## src/rtl/calc_undo_pkg.sv

```systemverilog
// Shared definitions for the undo-capable accumulator calculator.
// Opcode encoding matches the {btnl, btnc, btnr} button order.
package calc_undo_pkg;

  typedef enum logic [2:0] {
    OpAdd = 3'b000,
    OpSub = 3'b001,
    OpAnd = 3'b010,
    OpOr  = 3'b011,
    OpXor = 3'b100,
    OpLt  = 3'b101,
    OpSll = 3'b110,
    OpSra = 3'b111
  } op_e;

endpackage

```

## src/rtl/calc_undo_if.sv

```systemverilog
// Button, switch and status bundle between the board front-end and calc_undo.
interface calc_undo_if #(
  parameter int unsigned WIDTH = 16,
  parameter int unsigned DEPTH = 4
);
  logic                       btnd;
  logic                       btn_undo;
  logic                       btnl;
  logic                       btnc;
  logic                       btnr;
  logic [WIDTH-1:0]           sw;
  logic [WIDTH-1:0]           led;
  logic                       zero;
  logic                       ovf;
  logic [$clog2(DEPTH):0]     hist_cnt;

  modport master (
    output btnd, btn_undo, btnl, btnc, btnr, sw,
    input  led, zero, ovf, hist_cnt
  );

  modport slave (
    input  btnd, btn_undo, btnl, btnc, btnr, sw,
    output led, zero, ovf, hist_cnt
  );
endinterface

```

## src/rtl/calc_alu.sv

```systemverilog
// Combinational ALU for the accumulator calculator.
// ovf flags signed overflow for ADD/SUB only; shifts use the low log2(WIDTH) bits of b.
module calc_alu
  import calc_undo_pkg::*;
#(
  parameter int unsigned WIDTH = 16
) (
  input  logic [WIDTH-1:0] a,
  input  logic [WIDTH-1:0] b,
  input  op_e              op,
  output logic [WIDTH-1:0] y,
  output logic             ovf
);
  localparam int unsigned ShW = $clog2(WIDTH);

  logic [ShW-1:0]   shamt;
  logic [WIDTH-1:0] sum;
  logic [WIDTH-1:0] diff;

  assign shamt = b[ShW-1:0];
  assign sum   = a + b;
  assign diff  = a - b;

  always_comb begin
    y   = '0;
    ovf = 1'b0;
    unique case (op)
      OpAdd: begin
        y   = sum;
        ovf = (a[WIDTH-1] == b[WIDTH-1]) && (sum[WIDTH-1] != a[WIDTH-1]);
      end
      OpSub: begin
        y   = diff;
        ovf = (a[WIDTH-1] != b[WIDTH-1]) && (diff[WIDTH-1] != a[WIDTH-1]);
      end
      OpAnd: y = a & b;
      OpOr:  y = a | b;
      OpXor: y = a ^ b;
      OpLt:  y = {{(WIDTH-1){1'b0}}, ($signed(a) < $signed(b))};
      OpSll: y = a << shamt;
      OpSra: y = $unsigned($signed(a) >>> shamt);
    endcase
  end
endmodule

```

## src/rtl/calc_undo.sv

```systemverilog
// Accumulator calculator with edge-detected buttons and a DEPTH-entry circular undo history.
// The oldest history entry is silently overwritten once the history is full.
module calc_undo
  import calc_undo_pkg::*;
#(
  parameter int unsigned WIDTH = 16,
  parameter int unsigned DEPTH = 4
) (
  input logic       clk,
  input logic       btnu,
  calc_undo_if.slave io
);
  localparam int unsigned PtrW = $clog2(DEPTH);
  localparam int unsigned CntW = PtrW + 1;

  logic             btnd_q, undo_q;
  logic [WIDTH-1:0] acc_q, acc_d;
  logic             ovf_q, ovf_d;
  logic [PtrW-1:0]  wptr_q, wptr_d, wptr_dec;
  logic [CntW-1:0]  cnt_q, cnt_d;
  logic [WIDTH-1:0] mem [DEPTH];

  logic             exec, undo, do_undo;
  logic [WIDTH-1:0] alu_y;
  logic             alu_ovf;
  op_e              op;

  assign op       = op_e'({io.btnl, io.btnc, io.btnr});
  assign exec     = io.btnd & ~btnd_q;
  // Exec wins a same-cycle collision; the undo edge is dropped.
  assign undo     = io.btn_undo & ~undo_q & ~exec;
  assign do_undo  = undo && (cnt_q != '0);
  assign wptr_dec = wptr_q - 1'b1;

  calc_alu #(
    .WIDTH (WIDTH)
  ) u_alu (
    .a   (acc_q),
    .b   (io.sw),
    .op  (op),
    .y   (alu_y),
    .ovf (alu_ovf)
  );

  always_comb begin
    acc_d  = acc_q;
    ovf_d  = ovf_q;
    wptr_d = wptr_q;
    cnt_d  = cnt_q;
    if (exec) begin
      acc_d  = alu_y;
      ovf_d  = alu_ovf;
      wptr_d = wptr_q + 1'b1;
      cnt_d  = (cnt_q == CntW'(DEPTH)) ? cnt_q : cnt_q + 1'b1;
    end else if (do_undo) begin
      acc_d  = mem[wptr_dec];
      ovf_d  = 1'b0;
      wptr_d = wptr_dec;
      cnt_d  = cnt_q - 1'b1;
    end
  end

  // Edge-detect copies reset high so a button held through reset does not fire.
  always_ff @(posedge clk or posedge btnu) begin
    if (btnu) begin
      btnd_q <= 1'b1;
      undo_q <= 1'b1;
      acc_q  <= '0;
      ovf_q  <= 1'b0;
      wptr_q <= '0;
      cnt_q  <= '0;
    end else begin
      btnd_q <= io.btnd;
      undo_q <= io.btn_undo;
      acc_q  <= acc_d;
      ovf_q  <= ovf_d;
      wptr_q <= wptr_d;
      cnt_q  <= cnt_d;
    end
  end

  always_ff @(posedge clk) begin
    if (exec) begin
      mem[wptr_q] <= acc_q;
    end
  end

  assign io.led      = acc_q;
  assign io.zero     = (acc_q == '0);
  assign io.ovf      = ovf_q;
  assign io.hist_cnt = cnt_q;
endmodule

```

## src/flat_wrapper.sv

```systemverilog
// flat-port wrapper written by rule: the top's interface ports become plain ports
module calc_undo_flat import calc_undo_pkg::*;
#(
  parameter int unsigned WIDTH = 16,
  parameter int unsigned DEPTH = 4
)
  (clk, btnu, io_btnd, io_btn_undo, io_btnl, io_btnc, io_btnr, io_sw, io_led, io_zero, io_ovf, io_hist_cnt);
  calc_undo_if #(.WIDTH(WIDTH), .DEPTH(DEPTH)) io_i ();
  input logic clk;
  input logic btnu;
  input wire logic [$bits(io_i.btnd)-1:0] io_btnd;
  input wire logic [$bits(io_i.btn_undo)-1:0] io_btn_undo;
  input wire logic [$bits(io_i.btnl)-1:0] io_btnl;
  input wire logic [$bits(io_i.btnc)-1:0] io_btnc;
  input wire logic [$bits(io_i.btnr)-1:0] io_btnr;
  input wire logic [$bits(io_i.sw)-1:0] io_sw;
  output wire logic [$bits(io_i.led)-1:0] io_led;
  output wire logic [$bits(io_i.zero)-1:0] io_zero;
  output wire logic [$bits(io_i.ovf)-1:0] io_ovf;
  output wire logic [$bits(io_i.hist_cnt)-1:0] io_hist_cnt;
  assign io_i.btnd = io_btnd;
  assign io_i.btn_undo = io_btn_undo;
  assign io_i.btnl = io_btnl;
  assign io_i.btnc = io_btnc;
  assign io_i.btnr = io_btnr;
  assign io_i.sw = io_sw;
  assign io_led = io_i.led;
  assign io_zero = io_i.zero;
  assign io_ovf = io_i.ovf;
  assign io_hist_cnt = io_i.hist_cnt;
  calc_undo #(.WIDTH(WIDTH), .DEPTH(DEPTH)) u_core (.clk(clk), .btnu(btnu), .io(io_i));
endmodule
```

## config.mk

```make
export PLATFORM = sky130hd
export DESIGN_NAME = calc_undo_flat
export DESIGN_NICKNAME = d
export VERILOG_FILES = /design/src/rtl/calc_undo_pkg.sv /design/src/rtl/calc_undo_if.sv /design/src/rtl/calc_alu.sv /design/src/rtl/calc_undo.sv /design/src/flat_wrapper.sv
export SDC_FILE = /design/constraint.sdc
export NUM_CORES = 1
export LEC_CHECK = 0
export CAP_MARGIN = 15
export CORE_ASPECT_RATIO = 0.8
export CORE_UTILIZATION = 40
export DETAILED_ROUTE_END_ITERATION = 7
export SLEW_MARGIN = 20
export SYNTH_ARGS = -nofsm -noshare
export SYNTH_HDL_FRONTEND = slang
export SYNTH_SLANG_ARGS = --single-unit
```

## constraint.sdc

```tcl
create_clock -name clk -period 2.5 [get_ports clk]
set_input_delay 0.375 -clock clk [delete_from_list [all_inputs] [get_ports clk]]
set_output_delay 0.375 -clock clk [all_outputs]
set_load 0.1 [all_outputs]
```

; ---- After elaboration in Yosys (flattened, before gate mapping)
; Memories as Yosys holds them, arrays and structs flattened.
; Index checks and enable logic that the tools add are counted.
[classes]
shift = 2
mul = 0
addsub = 6
div = 0
reduce_logical = 8
order_cmp = 1
n_mux = 13
n_eq_ne = 13
bitwise = 9
[ops]
columns = cell, n
row1 = $pmux 16 s8, 1
row2 = $mux 16, 2
row3 = $add 16x16->16, 1
row4 = $and 16x16->16, 1
row5 = $logic_not 16->1, 1
row6 = $lt 16x16->1, 1
row7 = $or 16x16->16, 1
row8 = $shl 16x4->16, 1
row9 = $sshr 16x4->16, 1
row10 = $sub 16x16->16, 1
row11 = $xor 16x16->16, 1
row12 = $eq 3x3->1 const B, 5
row13 = $mux 3, 3
row14 = $eq 3x2->1 const B, 2
row15 = $mux 1, 4
row16 = $mux 2, 2
row17 = $add 3x1->3 const B, 1
row18 = $and 1x1->1, 3
row19 = $eq 3x1->1 const B, 1
row20 = $logic_and 1x1->1, 3
row21 = $logic_not 3->1, 1
row22 = $ne 1x1->1, 3
row23 = $not 1->1, 3
row24 = $reduce_bool 3->1, 1
row25 = 8 further kinds, 8
[totals]
rom_bits = 0
memories = 1
reg_bits = 24
out_inout_bits = 21
latch_bits = 0
inputBits = 23
mem_bits_rw = 64
[memory_table]
columns = name, words, word_bits, rd, rd_clocked_by_memory_dff, wr, line
row1 = u_core.mem, 4, 16, 1, 0, 1, calc_undo.sv:21  ; logic [WIDTH-1:0] mem [DEPTH];

; ---- Depth between registers and ports, before layout
[logic_depth]
ltp_word = 7
depth_mapped = 12

; ---- By module
; A second synthesis with hierarchy kept.
[hier_totals]
hier_cells = 784
area_unflattened_um2 = 7457.2
[by_module_without_submodules]
columns = module, area_each_um2, seq_area_each_um2, cells_each, instances
row1 = calc_alu, 3816.2, 0.0, 552, 1
row2 = calc_undo, 3641.0, 2524.9, 232, 1

; ---- Worst setup path after synthesis
; Ideal clock, no wire load.
[synth_path]
path_kind = reg-to-reg
start = register u_core.acc_q[2] (netlist: u_core.io.led[2])
end = register u_core.acc_q[12] (netlist: u_core.io.led[12])
stages_incl_launch_ff = 11
setup_time_ns = 0.126
path_slack_ns = -0.753
arrival_time_ns = 3.127
path_buffers = 1
path_cell_list = dfrtp_1 -> inv_1 -> ha_1 -> buf_6 -> nor2b_1 -> o31a_1 -> o41a_1 -> a41oi_2 -> o21ai_0 -> xor2_1 -> o311a_1
[synth_via]
elab_chain_cells = 3
[synth_rtl]
columns = item, line
row1 = "start, declared", calc_undo.sv:17  ; logic [WIDTH-1:0] acc_q, acc_d;
row2 = "start signal, assigned", calc_undo.sv:68  ; acc_q <= '0;
row3 = "start signal, assigned", calc_undo.sv:75  ; acc_q <= acc_d;
row4 = "$sub 16x16->16, or another cell as far along", calc_alu.sv:22  ; assign diff = a - b;
row5 = $pmux 16 s8 (*), calc_alu.sv:27  ; unique case (op)
row6 = $mux 16 (*), calc_undo.sv:50  ; if (exec) begin
; Every way passes the cells marked *; elsewhere a longest branch is shown, timed or not.
; A chain may end at the register's enable or synchronous reset.

; ---- Worst setup path in the final report
[layout_path]
start = register u_core.acc_q[0] (netlist: u_core.io.led[0])
end = register u_core.acc_q[12] (netlist: u_core.io.led[12])
; The elaborated chain is that of the path after synthesis.

==> results.yml <==
placed_design:
  post-dp-hpwl_um: 22400
  globalplace.congestion: 1.01
  placed_cells: 1244
  io_buffers: 43
clock_tree:
  root_buffer: "clkbuf_16"
  cts_buffer_depth: 2
  cts.sinks: 88
  cts_tree: "yes"
  path_clk_slew_ns: 0.07
  numCtsBuffers: 9
  holdBufCountCts: 0
  ctsHtreeMaxLevel: 3
  clk_latency_ns: 0.35
critical_path:
  cp-start-kind: "register"
  worstPathCellList: "ha_4, inv_2, fa_2, nor2b_4, o31a_1, o41a_1, a41oi_2, o21ai_1, xor2_1, o311a_1"
  cpPeakStageDelay_ns: 0.54
  worstPathMaxFanout: 4
  critPathTopFamily: "compound AO/OA/AOI/OAI gates"
  cpMaxStageDelayCell: "dfrtp_4"
  critPathBufInv: 1
  crit_arrival_ns: 2.91
  worstPathRequired_ns: 2.74
  cp-end-kind: "register"
  criticalPathCategory: "reg -> reg"
grt:
  grt_max_degree: 44
  gr-total-overflow: 0
  grtUsageTotal: 0.307
  grt_pass1_wl_um: 44600
  grt_pass1_vias: 7356
  antenna_found_initial: 0
power:
  p_seq_frac: 0.194
  leakage_uw: 0.00419
  p_clk_frac: 0.123
  peakVddDrop_mv: 0.755
  finalPower_uw: 12300
  p_sw_frac: 0.477
  internal-power_uw: 6420
  p_switching_uw: 5860
  pwr-share-comb: 0.683
  powerDensity_nw_per_um2: 1170
timing:
  rsz0062_at_grt: "yes"
  fmax_ghz: 0.374
  fin_setup_tns_ns: -0.589
  maxSlewHeadroom: 0.641
  fin_crit_sh: 1.07
  period_needed_ns: 2.68
  skew_ns: 0.0124
  fin_hold_ws_ns: 0.407
  hold_viol_final: 0
  setup_viol: 5
  max_slew.worst_pin.slew_ns: 0.525
  fin_ws_ns: -0.175
  slew_violations: 0
detailed_routing:
  detail-route-antenna-nets: 0
  drt_pre_antenna_iters: 6
  avgViaCountPerCell: 5.97
  routed_wl_um: 29100
  num_vias: 7558
  wirelength_met1_um: 13000
  routedWlPerCell_um: 23.0
  route.met3.wl_um: 2770
  top_layer: "met4"
  drtIter0Drc: 732
  drc: 0
  route.met2.wl_um: 12600
floorplanning:
  die_area_um2: 19500
  rows: 44
  fp.dieW_um: 156
  io_pins: 44
  fp.dieH_um: 125
  start_util: 0.414
  coreArea_um2: 18300
yosys:
  synth_seq_area_share: 0.333
  netlist_area_um2: 7580
  ys_ff_latch: 88
  yosysUniqueCellTypes: 76
  netlist_instances: 799
  ys_async_sr_fraction: 0.273
  ys_warn_count: 0
  synth_nets: 878
  synth_edf_count: 64
  ys.flop_type: "edfxtp_1"
  syn_area_per_cell_um2: 9.49
cells_and_area:
  nets: 1087
  fillers: 1614
  areaGrowthSynthToFinish_pct: 37.9
  antennaDiodeCount: 0
  final_cell_mix: "buf_4 (225), nor2_1 (71), edfxtp_1 (64), nand2_1 (56), a21oi_1 (49)"
  final_common_cell: "buf_4"
  drive_gt1_frac: 0.382
  final_cell_count_no_fill: 1266
run:
  drv_cap: 0
outcome:
  outcome: "finished, violations left"
  violations: "setup timing"
hold_path:
  hold_class: "in -> async"
## registers in the layout, summed over array words and instances (netlist names)
register	cells
u_core.wptr_q	2
u_core.io.ovf	1
u_core.mem	64
u_core.btnd_q	1
u_core.io.hist_cnt	3
u_core.undo_q	1
u_core.io.led	16
## area by class of cell
class	count	area, µm²	share of cell area
clock buffers	10	229	0.0219
inverters	54	208	0.0199
flip-flops and latches	88	2590	0.248
multi-input cells	597	4950	0.473
clock inverters	6	92.6	0.00885
repair buffers	258	2070	0.198
well taps	253	317	0.0303
## per-stage QoR
stage	setup slack, ns	instance area (µm²)	utilization
finish	-0.175	10500	0.570
CTS	-0.157	10300	0.562
global route	-0.282	10500	0.570
global placement	-0.534	9850	0.537
detailed placement	-0.563	9850	0.537
floorplan	-0.186	7860	-
## path summary, 6_finish.rpt
path / depth (start not counted) / slack (ns) / from / end
worst min-delay path: 3 / 0.41 / btnu / u_core.io.hist_cnt[1]
worst min register to register: 1 / 0.56 / u_core.io.hist_cnt[2] / u_core.io.hist_cnt[2]
min in group clk: 1 / 0.56 / u_core.io.hist_cnt[2] / u_core.io.hist_cnt[2]
max in group asynchronous: 3 / 1.76 / btnu / u_core.io.led[6]
worst max-delay path: 10 / -0.18 / u_core.io.led[0] / u_core.io.led[12]
worst max register to register: 10 / -0.18 / u_core.io.led[0] / u_core.io.led[12]
## cell usage after synthesis, drive strengths merged, types with 5 or more instances
| cell | instances | area (µm²) |
|---|---|---|
| clkbuf | 43 | 161 |
| nand3 | 17 | 85.1 |
| nor3 | 18 | 111 |
| xnor2 | 11 | 96.3 |
| a21boi | 9 | 67.6 |
| o211ai | 11 | 82.6 |
| nand2b | 12 | 75.1 |
| inv | 54 | 203 |
| mux2 | 7 | 78.8 |
| a211oi | 15 | 113 |
| a21oi | 54 | 270 |
| nand2 | 56 | 210 |
| o21a | 5 | 37.5 |
| dfrtp | 22 | 551 |
| o22ai | 9 | 56.3 |
| ha | 53 | 663 |
| o311a | 5 | 50.1 |
| nor2b | 14 | 87.6 |
| a31oi | 11 | 68.8 |
| mux4 | 32 | 721 |
| buf | 17 | 105 |
| o31ai | 5 | 37.5 |
| o21ai | 45 | 225 |
| nor4 | 10 | 62.6 |
| edfxtp | 64 | 1920 |
| mux2i | 21 | 210 |
| a221oi | 10 | 93.8 |
| and2 | 6 | 37.5 |
| a32oi | 5 | 43.8 |
| or3 | 7 | 43.8 |
| a2111oi | 5 | 43.8 |
| nor2 | 74 | 280 |
## cells by family (layout without fill, tap and decap cells)
kind of cell               count (synthesis)  after routing  share of synthesized area
DFF                                       88             88                      0.333
buffers and inverters                    114            328                     0.0619
AOI/OAI and AO/OA                        236            236                      0.213
muxes                                     60             60                      0.133
and+or+nand+nor                          230            230                      0.146
xor gates and xnor gates                  15             15                     0.0173
adders and majority gates                 56             56                     0.0953
## power by group through the flow
stage	sequential [µW]	clock (µW)	combinational, µW
5_1_grt	2420	1570	8900
3_3_place_gp	2390	0	7820
3_5_place_dp	2410	0	7880
2_1_floorplan	3580	0	3690
6_report	2380	1510	8390
4_1_cts	2380	1520	8110
## what timing repair did
action | in CTS | in global routing
pin swaps | 16 | 17
setup buffers | 4 | 5
endpoints found under the setup margin | 10 | 15
gates resized for setup | 29 | 23
## routing by layer
layer / global-route usage / vias to the layer above
met5: 0 / -
met4: 0.0882 / 0
met3: 0.0652 / 46
met2: 0.450 / 398
met1: 0.453 / 3689
li1: - / 3425
## worst reg2reg max path, cell delays in order, from the launching register on
cell and delay, ns:
dfrtp_4 0.54, ha_4 0.19, inv_2 0.06, fa_2 0.25
nor2b_4 0.05, o31a_1 0.27, o41a_1 0.44, a41oi_2 0.23
o21ai_1 0.11, xor2_1 0.15, o311a_1 0.29
Note: power is estimated with default switching activity, not from simulation.
